File: config.mk
export PLATFORM = sky130hd
export DESIGN_NAME = oled_spi_responder
export DESIGN_NICKNAME = d
export VERILOG_FILES = /design/src/rtl/oled_spi_responder.sv
export SDC_FILE = /design/constraint.sdc
export NUM_CORES = 1
export LEC_CHECK = 0
export ABC_AREA = 1
export BUFFER_PORTS_ARGS = -buffer_cell sky130_fd_sc_hd__buf_2
export CORE_MARGIN = 8
export CORE_UTILIZATION = 51
export CTS_BUF_LIST = sky130_fd_sc_hd__clkbuf_2 sky130_fd_sc_hd__clkbuf_4 sky130_fd_sc_hd__clkbuf_8
export DETAILED_ROUTE_END_ITERATION = 8
export HOLD_SLACK_MARGIN = 0.06
export PLACE_DENSITY = 0.79
export RECOVER_POWER = 50
export SYNTH_ARGS = -nofsm -noshare
export SYNTH_HDL_FRONTEND = slang
export SYNTH_SLANG_ARGS = --single-unit
File: constraint.sdc
create_clock -name clock -period 4.2 [get_ports clock]
set_input_delay 0.63 -clock clock [delete_from_list [all_inputs] [get_ports clock]]
set_output_delay 0.63 -clock clock [all_outputs]
set_load 0.02 [all_outputs]
File: src/rtl/oled_spi_responder.sv
// SSD1306-style SPI display responder: oversamples the OLED bus, assembles bytes,
// tracks display state from command bytes and turns data bytes into frame-buffer writes.
module oled_spi_responder #(
  parameter int SYNC_STAGES = 2,
  parameter int PAGES       = 4,
  parameter int COLUMNS     = 128
) (
  input  logic                                        clock,
  input  logic                                        reset,
  input  logic                                        oled_spi_clk,
  input  logic                                        oled_spi_data,
  input  logic                                        oled_dc_n,
  input  logic                                        oled_reset_n,
  input  logic                                        oled_vdd,
  input  logic                                        oled_vbat,
  output logic                                        fb_we,
  output logic [$clog2(PAGES)+$clog2(COLUMNS)-1:0]    fb_addr,
  output logic [7:0]                                  fb_wdata,
  output logic                                        byte_valid,
  output logic [7:0]                                  byte_data,
  output logic                                        byte_dc,
  output logic                                        display_on,
  output logic [7:0]                                  contrast,
  output logic                                        charge_pump_en,
  output logic                                        seg_remap,
  output logic                                        com_scan_rev,
  output logic                                        powered,
  output logic                                        cmd_error
);

  localparam int PW = $clog2(PAGES);
  localparam int CW = $clog2(COLUMNS);

  typedef enum logic [1:0] {CMD, ARG1, ARG2} state_t;

  typedef struct packed {
    state_t          state;
    logic [7:0]      op;
    logic [PW-1:0]   page;
    logic [PW-1:0]   pageStart;
    logic [PW-1:0]   pageEnd;
    logic [CW-1:0]   col;
    logic [CW-1:0]   colStart;
    logic [CW-1:0]   colEnd;
    logic            horz;
    logic            displayOn;
    logic [7:0]      contrast;
    logic            chargePump;
    logic            segRemap;
    logic            comScanRev;
  } dec_t;

  localparam dec_t DEC_RESET = '{state: CMD, op: 8'h00, page: '0, pageStart: '0,
                                 pageEnd: PW'(PAGES - 1), col: '0, colStart: '0,
                                 colEnd: CW'(COLUMNS - 1), horz: 1'b0, displayOn: 1'b0,
                                 contrast: 8'h7F, chargePump: 1'b0, segRemap: 1'b0,
                                 comScanRev: 1'b0};

  // Synchronizer bit order {vbat, vdd, reset_n, dc, data, sck}; supplies reset to "off"
  // and the display reset to "asserted" so nothing decodes until real inputs arrive.
  localparam logic [5:0] SYNC_RESET = 6'b110000;

  logic [5:0] r_sync [SYNC_STAGES];
  logic       r_sckPrev;
  logic [2:0] r_bitCnt;
  logic [7:0] r_shift;
  dec_t       r_dec;

  logic [5:0] w_syncOut;
  logic       w_sck, w_sda, w_dc, w_rstn, w_vdd, w_vbat, w_sckRise;

  assign w_syncOut = r_sync[SYNC_STAGES-1];
  assign {w_vbat, w_vdd, w_rstn, w_dc, w_sda, w_sck} = w_syncOut;
  assign w_sckRise = w_sck & ~r_sckPrev;

  always_ff @(posedge clock or posedge reset) begin
    if (reset) begin
      for (int i = 0; i < SYNC_STAGES; i++) r_sync[i] <= SYNC_RESET;
    end else begin
      r_sync[0] <= {oled_vbat, oled_vdd, oled_reset_n, oled_dc_n, oled_spi_data, oled_spi_clk};
      for (int i = 1; i < SYNC_STAGES; i++) r_sync[i] <= r_sync[i-1];
    end
  end

  // Byte assembly; a display reset discards any partially shifted byte.
  always_ff @(posedge clock or posedge reset) begin
    if (reset) begin
      r_sckPrev  <= 1'b0;
      r_bitCnt   <= 3'd0;
      r_shift    <= 8'h00;
      byte_valid <= 1'b0;
      byte_data  <= 8'h00;
      byte_dc    <= 1'b0;
      powered    <= 1'b0;
    end else begin
      r_sckPrev  <= w_sck;
      powered    <= ~w_vdd & ~w_vbat;
      byte_valid <= 1'b0;
      if (!w_rstn) begin
        r_bitCnt  <= 3'd0;
        r_shift   <= 8'h00;
        byte_data <= 8'h00;
        byte_dc   <= 1'b0;
      end else if (w_sckRise) begin
        r_shift  <= {r_shift[6:0], w_sda};
        r_bitCnt <= r_bitCnt + 3'd1;
        if (r_bitCnt == 3'd7 && !w_vdd) begin
          byte_valid <= 1'b1;
          byte_data  <= {r_shift[6:0], w_sda};
          byte_dc    <= w_dc;
        end
      end
    end
  end

  always_ff @(posedge clock or posedge reset) begin
    if (reset) begin
      r_dec     <= DEC_RESET;
      fb_we     <= 1'b0;
      fb_addr   <= '0;
      fb_wdata  <= 8'h00;
      cmd_error <= 1'b0;
    end else if (!w_rstn) begin
      r_dec     <= DEC_RESET;
      fb_we     <= 1'b0;
      fb_addr   <= '0;
      fb_wdata  <= 8'h00;
      cmd_error <= 1'b0;
    end else begin
      fb_we     <= 1'b0;
      cmd_error <= 1'b0;
      if (byte_valid && byte_dc) begin
        fb_we    <= 1'b1;
        fb_addr  <= {r_dec.page, r_dec.col};
        fb_wdata <= byte_data;
        // Data arriving while an argument is pending aborts the command but is still written.
        if (r_dec.state != CMD) begin
          cmd_error   <= 1'b1;
          r_dec.state <= CMD;
        end
        if (r_dec.col == r_dec.colEnd) begin
          r_dec.col <= r_dec.colStart;
          if (r_dec.horz)
            r_dec.page <= (r_dec.page == r_dec.pageEnd) ? r_dec.pageStart : r_dec.page + 1'b1;
        end else begin
          r_dec.col <= r_dec.col + 1'b1;
        end
      end else if (byte_valid) begin
        case (r_dec.state)
          CMD: begin
            case (byte_data)
              8'hAE, 8'hAF: r_dec.displayOn  <= byte_data[0];
              8'hA0, 8'hA1: r_dec.segRemap   <= byte_data[0];
              8'hC0:        r_dec.comScanRev <= 1'b0;
              8'hC8:        r_dec.comScanRev <= 1'b1;
              8'h81, 8'h8D, 8'hD9, 8'hDA, 8'h20, 8'h21, 8'h22: begin
                r_dec.op    <= byte_data;
                r_dec.state <= ARG1;
              end
              default: begin
                if (byte_data[7:4] == 4'h0)
                  r_dec.col[3:0] <= byte_data[3:0];
                else if (byte_data[7:3] == 5'b00010)
                  r_dec.col[CW-1:4] <= byte_data[CW-5:0];
                else
                  cmd_error <= 1'b1;
              end
            endcase
          end
          ARG1: begin
            case (r_dec.op)
              8'h81: r_dec.contrast   <= byte_data;
              8'h8D: r_dec.chargePump <= byte_data[2];
              8'h20: r_dec.horz       <= (byte_data[1:0] == 2'b00);
              8'h21: begin
                r_dec.colStart <= byte_data[CW-1:0];
                r_dec.col      <= byte_data[CW-1:0];
              end
              8'h22: begin
                r_dec.pageStart <= byte_data[PW-1:0];
                r_dec.page      <= byte_data[PW-1:0];
              end
              default: ;
            endcase
            r_dec.state <= (r_dec.op == 8'h21 || r_dec.op == 8'h22) ? ARG2 : CMD;
          end
          ARG2: begin
            if (r_dec.op == 8'h21) r_dec.colEnd  <= byte_data[CW-1:0];
            else                   r_dec.pageEnd <= byte_data[PW-1:0];
            r_dec.state <= CMD;
          end
          default: r_dec.state <= CMD;
        endcase
      end
    end
  end

  assign display_on     = r_dec.displayOn;
  assign contrast       = r_dec.contrast;
  assign charge_pump_en = r_dec.chargePump;
  assign seg_remap      = r_dec.segRemap;
  assign com_scan_rev   = r_dec.comScanRev;

endmodule

After elaboration in Yosys (flattened, before gate mapping) --
Cells that the tools add are included.
Storage, ports and cells: register bits after elaboration 103, input bits 8, output and inout port bits 42, logic and storage cells 186
Operators by class: $add $sub $neg 3, eq/ne operators 55, muxes and demuxes 67, bitwise gates (word level) 5, reduce and logical (&&, ||, !) cells 28
Operators by type and width (count):
- $mux 50 | 2
- $eq 8x8->1 const B | 12
- $mux 8 | 8
- $mux 7 | 8
- $eq 8x6->1 const B | 6
- $reduce_and 4->1 | 11
- $ne 2x1->1 const B | 14
- $mux 27 | 1
- $mux 9 | 3
- $mux 1 | 22
- $mux 2 | 10
- $ne 4x4->1 const B | 5
- $mux 4 | 4
- $mux 14 | 1
- $pmux 7 s2 | 1
- $reduce_or 13->1 | 1
- $mux 3 | 4
- $mux 10 | 1
- $reduce_and 5->1 | 2
- $ne 3x1->1 const B | 3
- $ne 3x2->1 const B | 3
- $add 7x1->7 const B | 1
- $eq 7x7->1 | 1
- $reduce_or 7->1 | 1
- other kinds (25) | 33

Longest topological paths before layout --
Gate-level depths: netlist (run 1).
depth in word-level cells 8, gate-level depth with buffers 12, depth with buffers taken out 11

Worst setup path after synthesis (run 1) --
OpenSTA, ideal clock, no wires.
path kind register to register, from register byte_data[1], to register r_dec[40] in the netlist's numbering, library setup time 0.123 ns, data arrival time 1.498 ns, required time 4.077 ns, path slack 2.580 ns, cell stages (with the launch flop) 13, buffers on the path 2, clock period less this slack 1.620 ns, cells stage by stage dfrtp_1 -> buf_2 -> inv_1 -> nand2_1 -> nor2_1 -> nand2_1 -> o21ai_1 -> nor2_1 -> nand2_1 -> nand2_4 -> buf_6 -> nand2_2 -> o21ai_2
Between the ends: cells in the longest elaborated chain, start to end 4, elaborated cells on any way between the ends 10, those cells by class 8 x eq/ne; 2 x reduce/logical
Ends and longest elaborated chain:
- start, declared | line 20 | output logic [7:0] byte_data,
- start signal, assigned | line 109 | byte_data <= {r_shift[6:0], w_sda};
- $eq 8x8->1 / $eq 8x6->1 (equally long branches) | line 151 | case (byte_data)
- $reduce_or 7->1 (*)
- $ne 2x1->1 (no source line) (*)
- $reduce_and 4->1 (no source line) (*)
- end, declared | line 67 | dec_t r_dec;
Every way passes the cells marked *; elsewhere a longest branch is shown, timed or not. A chain may end at the register's enable or synchronous reset.

Worst setup path in the final report (run 1) --
from register r_sync, in the netlist w_syncOut[3], to register r_dec[45] in the netlist's numbering
Between the ends: cells in the longest elaborated chain, start to end 2, elaborated cells on any way between the ends 6, those cells by class 4 x eq/ne; 1 x mux; 1 x reduce/logical
Ends and longest elaborated chain:
- start, declared | line 63 | logic [5:0] r_sync [SYNC_STAGES];
- $ne 2x1->1 (no source line) / $ne 2x2->1 (equally long branches)
- $reduce_and 4->1 (no source line)
Parallel ways exist; a longest one is shown, timed or not.

==> results.yml, run 1 <==
status:
  run_status: "finished clean"
setup_path:
  start_kind: "flip-flop"
  cp-end-kind: "flip-flop"
  worstPathArrival_ns: 2.81
  path_max_fanout: 33
  timing_worst_setup_path_type: "flip-flop to flip-flop"
  crit_required_ns: 4.49
timing:
  setup_violations: 0
  setup_tns_ns: 0
  min_period_ns: 2.51
  tightest_slew_ns: 1.38
  drv_slew: 0
  rsz0062_at_grt: "no"
  period_share: 0.598
  finalHoldViolations: 0
  clock_skew_ns: 0.0114
  setup_ws_ns: 1.69
  max_clock_freq_mhz: 398
  relSlewSlack: 0.0823
floorplanning:
  dieHeight_um: 114
  die_area_um2: 13000
  start_util: 0.528
  core_area_um2: 9280
  die_x_um: 114
  rows: 35
  ios: 50
detailed_routing:
  first_pass_iters: 5
  num_vias: 4018
  wire_per_inst_um: 15.1
  postRouteAntennaNets: 0
  first_iter_violations: 314
  viasPerCell: 5.25
  drc_errors: 0
  wirelength_um: 11600
logic_synthesis:
  synth-seq-area-share: 0.531
  synth-edff-count: 0
  ys_seq_elements: 103
  synth_cell_types: 36
  yosys_warnings: 0
  synthFlopType: "dfrtp_1"
  synthArstFlopShare: 1.00
  syn_nets: 605
  syn_area_um2: 4900
  avgSynthCellArea_um2: 8.26
  synth_cells: 594
grt:
  grt_max_degree: 78
  antenna_found_initial: 0
  grt-ovfl-total: 0
  top_usage_layer: "met2"
  grt_pass1_wl_um: 19400
  track_usage: 0.187
  met3_usage: 0.0427
  use_met1: 0.233
  use_met2: 0.311
  grt_pass1_vias: 4027
layout:
  utilization: 0.575
  num_antenna_cells: 0
  layout_commonest_cell: "nand2_1"
  layout-drive-gt1-share: 0.148
  final_cell_mix: "nand2_1, dfrtp_1, o21ai_0"
  area_growth_pct: 8.93
  fin_area_um2: 5340
  nets: 643
clock_network:
  insertion_delay_ns: 0.37
  root_buffer: "clkbuf_8"
  cts_resized: 0
  clockBufferDepth: 2
  cts_tree: "yes"
  path_clk_slew_ns: 0.11
  postCtsHoldBufs: 0
  cts_num_sinks: 103
  postCtsSetupRepairBufs: 0
  cts_buffers: 9
  htreeDepth: 3
placed_design:
  gp_congestion: 0.942
  placed_cell_area_um2: 5170
  dp_hpwl_um: 8470
  portBuffers: 49
  dp_slack_ns: 1.78
worst_hold_path:
  min_path_type: "primary input to flip-flop"
job:
  max-cap-violations: 0
power_and_ir_drop:
  peakVddDrop_mv: 0.254
  leakage_nw: 2.64
  power_density_nw_per_um2: 390
==> worst max-delay path, cell delays in order (launching register included) <==
cell and delay [ns]:
dfrtp_1 1.06, inv_2 0.33, or2_4 0.36, nand2_4 0.09
a21oi_2 0.09, nand2_4 0.29, nand2_1 0.11, o21ai_2 0.07
==> through the flow <==
step / instances / hold slack, ns / total power [mW]
3_5_place_dp: 750 / 0.337 / 1.48
2_1_floorplan: 594 / 0.331 / 1.42
6_report: 766 / 0.342 / 2.08
5_1_grt: 766 / 0.320 / 2.19
4_1_cts: 766 / 0.324 / 2.11
3_3_place_gp: 750 / 0.334 / 1.47
==> state kept, by name, summed over array words and instances, names as in the netlist, 3 cells and up <==
name	cells
fb_wdata	8
r_dec	38
fb_addr	9
contrast	8
r_bitCnt	3
byte_data	8
w_syncOut	6
r_shift	7
r_sync	6
==> cells by family after synthesis <==
| group | after synthesis | synth area share |
|---|---|---|
| and+or+nand+nor | 301 | 0.261 |
| DFF | 103 | 0.531 |
| AOI/OAI and AO/OA | 98 | 0.113 |
| buffers and inverters | 82 | 0.0750 |
| xor gates and xnor gates | 7 | 0.0125 |
| adders and majority gates | 3 | 0.00765 |
==> cell usage after synthesis (2+ instances only) <==
cell type / n / area, µm²
nand2_1: 192 / 721
dfrtp_1: 83 / 2080
o21ai_0: 61 / 305
inv_1: 55 / 206
nand3_1: 43 / 215
nor2_1: 39 / 146
dfstp_2: 20 / 526
buf_4: 10 / 75.1
o21ai_1: 10 / 50.1
a21oi_1: 9 / 45.0
o21ai_2: 9 / 78.8
buf_2: 6 / 30.0
nor3_1: 6 / 30.0
nand2_2: 5 / 31.3
clkbuf_1: 4 / 15.0
nand4_1: 4 / 25.0
nor2_2: 4 / 25.0
xnor2_1: 4 / 35.0
a31oi_1: 3 / 18.8
ha_1: 3 / 37.5
inv_2: 3 / 11.3
xor2_1: 3 / 26.3
a22o_1: 2 / 17.5
buf_6: 2 / 22.5
nand2_4: 2 / 22.5
nor2_4: 2 / 22.5
==> routing by layer <==
| layer | part of all wire | vias up |
|---|---|---|
| met5 | 0 | - |
| li1 | - | 1968 |
| met1 | 0.44 | 1904 |
| met2 | 0.48 | 121 |
| met3 | 0.057 | 25 |
| met4 | 0.020 | 0 |
==> cell type report <==
type / instances / area [µm²]
tap: 129 / 161
fill: 868 / 3940
timing repair buffer: 50 / 223
multi-input combinational: 409 / 1930
inverter: 59 / 224
clock buffer: 10 / 138
sequential: 103 / 2600
clock inverter: 6 / 60.1
==> report_power, final <==
part           total, mW  internal, mW  switching, mW
registers           1.13          1.08         0.0525
logic              0.334        0.0989          0.235
clock network      0.621         0.250          0.371
total               2.08          1.43          0.659
==> path summary, 6_finish.rpt <==
kind | from | to | slack [ns] | depth (start not counted)
worst max register to register | w_syncOut[3]$_DFF_PP0_ | r_dec[45]$_DFFE_PP0P_ | 1.69 | 7
min in group asynchronous | reset | powered$_DFF_PP0_ | 0.42 | 2
worst min register to register | r_sync[6]$_DFF_PP0_ | w_syncOut[0]$_DFF_PP0_ | 0.36 | 0
max in group asynchronous | reset | r_dec[49]$_DFFE_PP0P_ | 1.98 | 3
worst min-delay path | oled_vbat | r_sync[11]$_DFF_PP1_ | 0.34 | 1
worst max-delay path | w_syncOut[3]$_DFF_PP0_ | r_dec[45]$_DFFE_PP0P_ | 1.69 | 7
Power figures use the tool's default switching activity.
==> run 2: changes to the inputs <==
--- a/config.mk
+++ b/config.mk
@@ -12,7 +12,7 @@
 export CTS_BUF_LIST = sky130_fd_sc_hd__clkbuf_2 sky130_fd_sc_hd__clkbuf_4 sky130_fd_sc_hd__clkbuf_8
 export DETAILED_ROUTE_END_ITERATION = 8
 export HOLD_SLACK_MARGIN = 0.06
-export PLACE_DENSITY = 0.79
+export PLACE_DENSITY = 0.81
 export RECOVER_POWER = 50
 export SYNTH_ARGS = -nofsm -noshare
 export SYNTH_HDL_FRONTEND = slang
==> constraint.sdc (replaced) <==
create_clock -name clock -period 2.3 [get_ports clock]
set_input_delay 0.345 -clock clock [delete_from_list [all_inputs] [get_ports clock]]
set_output_delay 0.345 -clock clock [all_outputs]
set_load 0.02 [all_outputs]
==> results.yml, run 2 (synthesized netlist as in run 1, its figures left out) <==
timing:
  max_clock_freq_mhz: 552
  clock_skew_ns: 0.0125
  finalHoldViolations: 0
  relSlewSlack: 0.0846
  period_share: 0.787
  min_period_ns: 1.81
  drv_slew: 0
  setup_violations: 0
  setup_tns_ns: 0
  tightest_slew_ns: 1.37
  rsz0062_at_grt: "no"
  setup_ws_ns: 0.490
worst_hold_path:
  min_path_type: "flip-flop to flip-flop"
  hold_depth: 0
  min_from: "r_sync[9]$_DFF_PP0_"
floorplanning:
  ios: 50
  core_area_um2: 9280
  rows: 35
  start_util: 0.528
  die_area_um2: 13000
  dieHeight_um: 114
  die_x_um: 114
layout:
  layout-drive-gt1-share: 0.185
  final_cell_mix: "nand2_1, dfrtp_1, o21ai_0"
  finalNonFillerCells: 777
  multi_input_area_um2: 1930
  num_antenna_cells: 0
  layout_commonest_cell: "nand2_1"
  nets: 654
  top_register: "r_dec"
  area_growth_pct: 11.6
  n_fill_cell: 849
  regArea_um2: 2600
  top_regs: "r_dec: 38 flops, fb_addr: 9 flops"
  largest_reg_flops: 38
power_and_ir_drop:
  power_switching_mw: 1.17
  p_clk_frac: 0.304
  pwr-share-seq: 0.534
  finalPower_mw: 3.85
  power_density_nw_per_um2: 702
  leakage_nw: 2.78
  p_int_mw: 2.68
  p_sw_frac: 0.304
  power_frac_comb: 0.162
  peakVddDrop_mv: 0.601
setup_path:
  worstSetupStartpoint: "byte_dc$_DFFE_PP0P_"
  regToRegSetupSlack_ns: 0.49
  worstPathArrival_ns: 2.09
  crit_required_ns: 2.58
  reg2reg_depth: 8
  cp-end-kind: "flip-flop"
  r2r_start: "byte_dc$_DFFE_PP0P_"
  timing_worst_setup_path_type: "flip-flop to flip-flop"
  start_kind: "flip-flop"
  path_max_fanout: 16
clock_network:
  insertion_delay_ns: 0.38
  htreeDepth: 3
  root_buffer: "clkbuf_8"
  cts_resized: 0
  cts_num_sinks: 103
  clockBufferDepth: 2
  cts_tree: "yes"
  path_clk_slew_ns: 0.10
  cts_buffers: 9
placed_design:
  gp_congestion: 0.886
  dpl.cell_count: 755
  dp_hpwl_um: 8200
  dp_slack_ns: 0.497
  portBuffers: 49
detailed_routing:
  viasPerCell: 5.22
  wire_per_inst_um: 14.4
  num_vias: 4058
  first_iter_violations: 349
  postRouteAntennaNets: 0
  drc_errors: 0
  wirelength_um: 11200
  first_pass_iters: 5
grt:
  grt_max_degree: 104
  grt_pass1_vias: 3952
  track_usage: 0.184
  grt_pass1_wl_um: 18900
  grt-ovfl-total: 0
  antenna_found_initial: 0
status:
  run_status: "finished clean"
job:
  max-cap-violations: 0
## run 2: changes by cell type in the layout (fill, tap and decap cells not counted), sizes merged
cell and change:
clkbuf -21, dlygate4sd3 +6, inv -3, clkinv +1, buf +25, clkinvlp +2, bufinv +1
## run 2: path summary, 6_finish.rpt
kind / end
setup / recovery: r_dec[43]$_DFFE_PP0P_
max in group asynchronous: r_dec[22]$_DFFE_PP0P_
min in group asynchronous: r_bitCnt[2]$_DFFE_PP0P_
hold reg to reg: w_syncOut[3]$_DFF_PP0_
hold / removal: w_syncOut[3]$_DFF_PP0_
setup reg to reg: r_dec[43]$_DFFE_PP0P_
## run 2: timing repair
action / CTS / global route
hold buffers: 6 / 0
endpoints found under the hold margin: 6 / 0
buffers inserted: 0 / 0
## run 2: stage by stage
stage	area, µm²	hold slack (ns)	util
3_3_place_gp	5230	0.334	0.563
2_1_floorplan	4910	0.331	-
4_1_cts	5490	0.135	0.591
6_report	5480	0.361	0.590
5_1_grt	5480	0.367	0.590
3_5_place_dp	5230	0.337	0.563
## run 2: worst max-delay path, stage by stage (launching register included)
cell     delay [ns]
dfrtp_1        0.43
nand2_1        0.13
inv_2          0.09
nand2_2        0.27
nand2_4        0.12
a21oi_2        0.27
nand2_4        0.20
nand2_1        0.13
o21ai_2        0.05
## run 2: power by group through the flow
| stage | Clock [mW] | Combinational (mW) | Sequential, mW |
|---|---|---|---|
| after detailed placement | 0 | 0.619 | 2.09 |
| final | 1.17 | 0.622 | 2.05 |
| after CTS | 1.20 | 0.628 | 2.05 |
| after floorplan | 0 | 0.525 | 2.07 |
| after global placement | 0 | 0.603 | 2.08 |
| after global routing | 1.25 | 0.706 | 2.07 |
## run 2: metal layers
layer  track usage  share of wire
met5             0              0
met4        0.0577          0.013
met3        0.0549          0.063
met2         0.304           0.48
met1         0.226           0.44
## run 2: area by class of cell
class / instances / share of cell area
Tap cell: 129 / 0.0295
Timing Repair Buffer: 61 / 0.0638
Clock inverter: 7 / 0.0144
Multi-Input combinational cell: 409 / 0.353
Clock buffer: 9 / 0.0226
Sequential cell: 103 / 0.475
Inverter: 59 / 0.0411
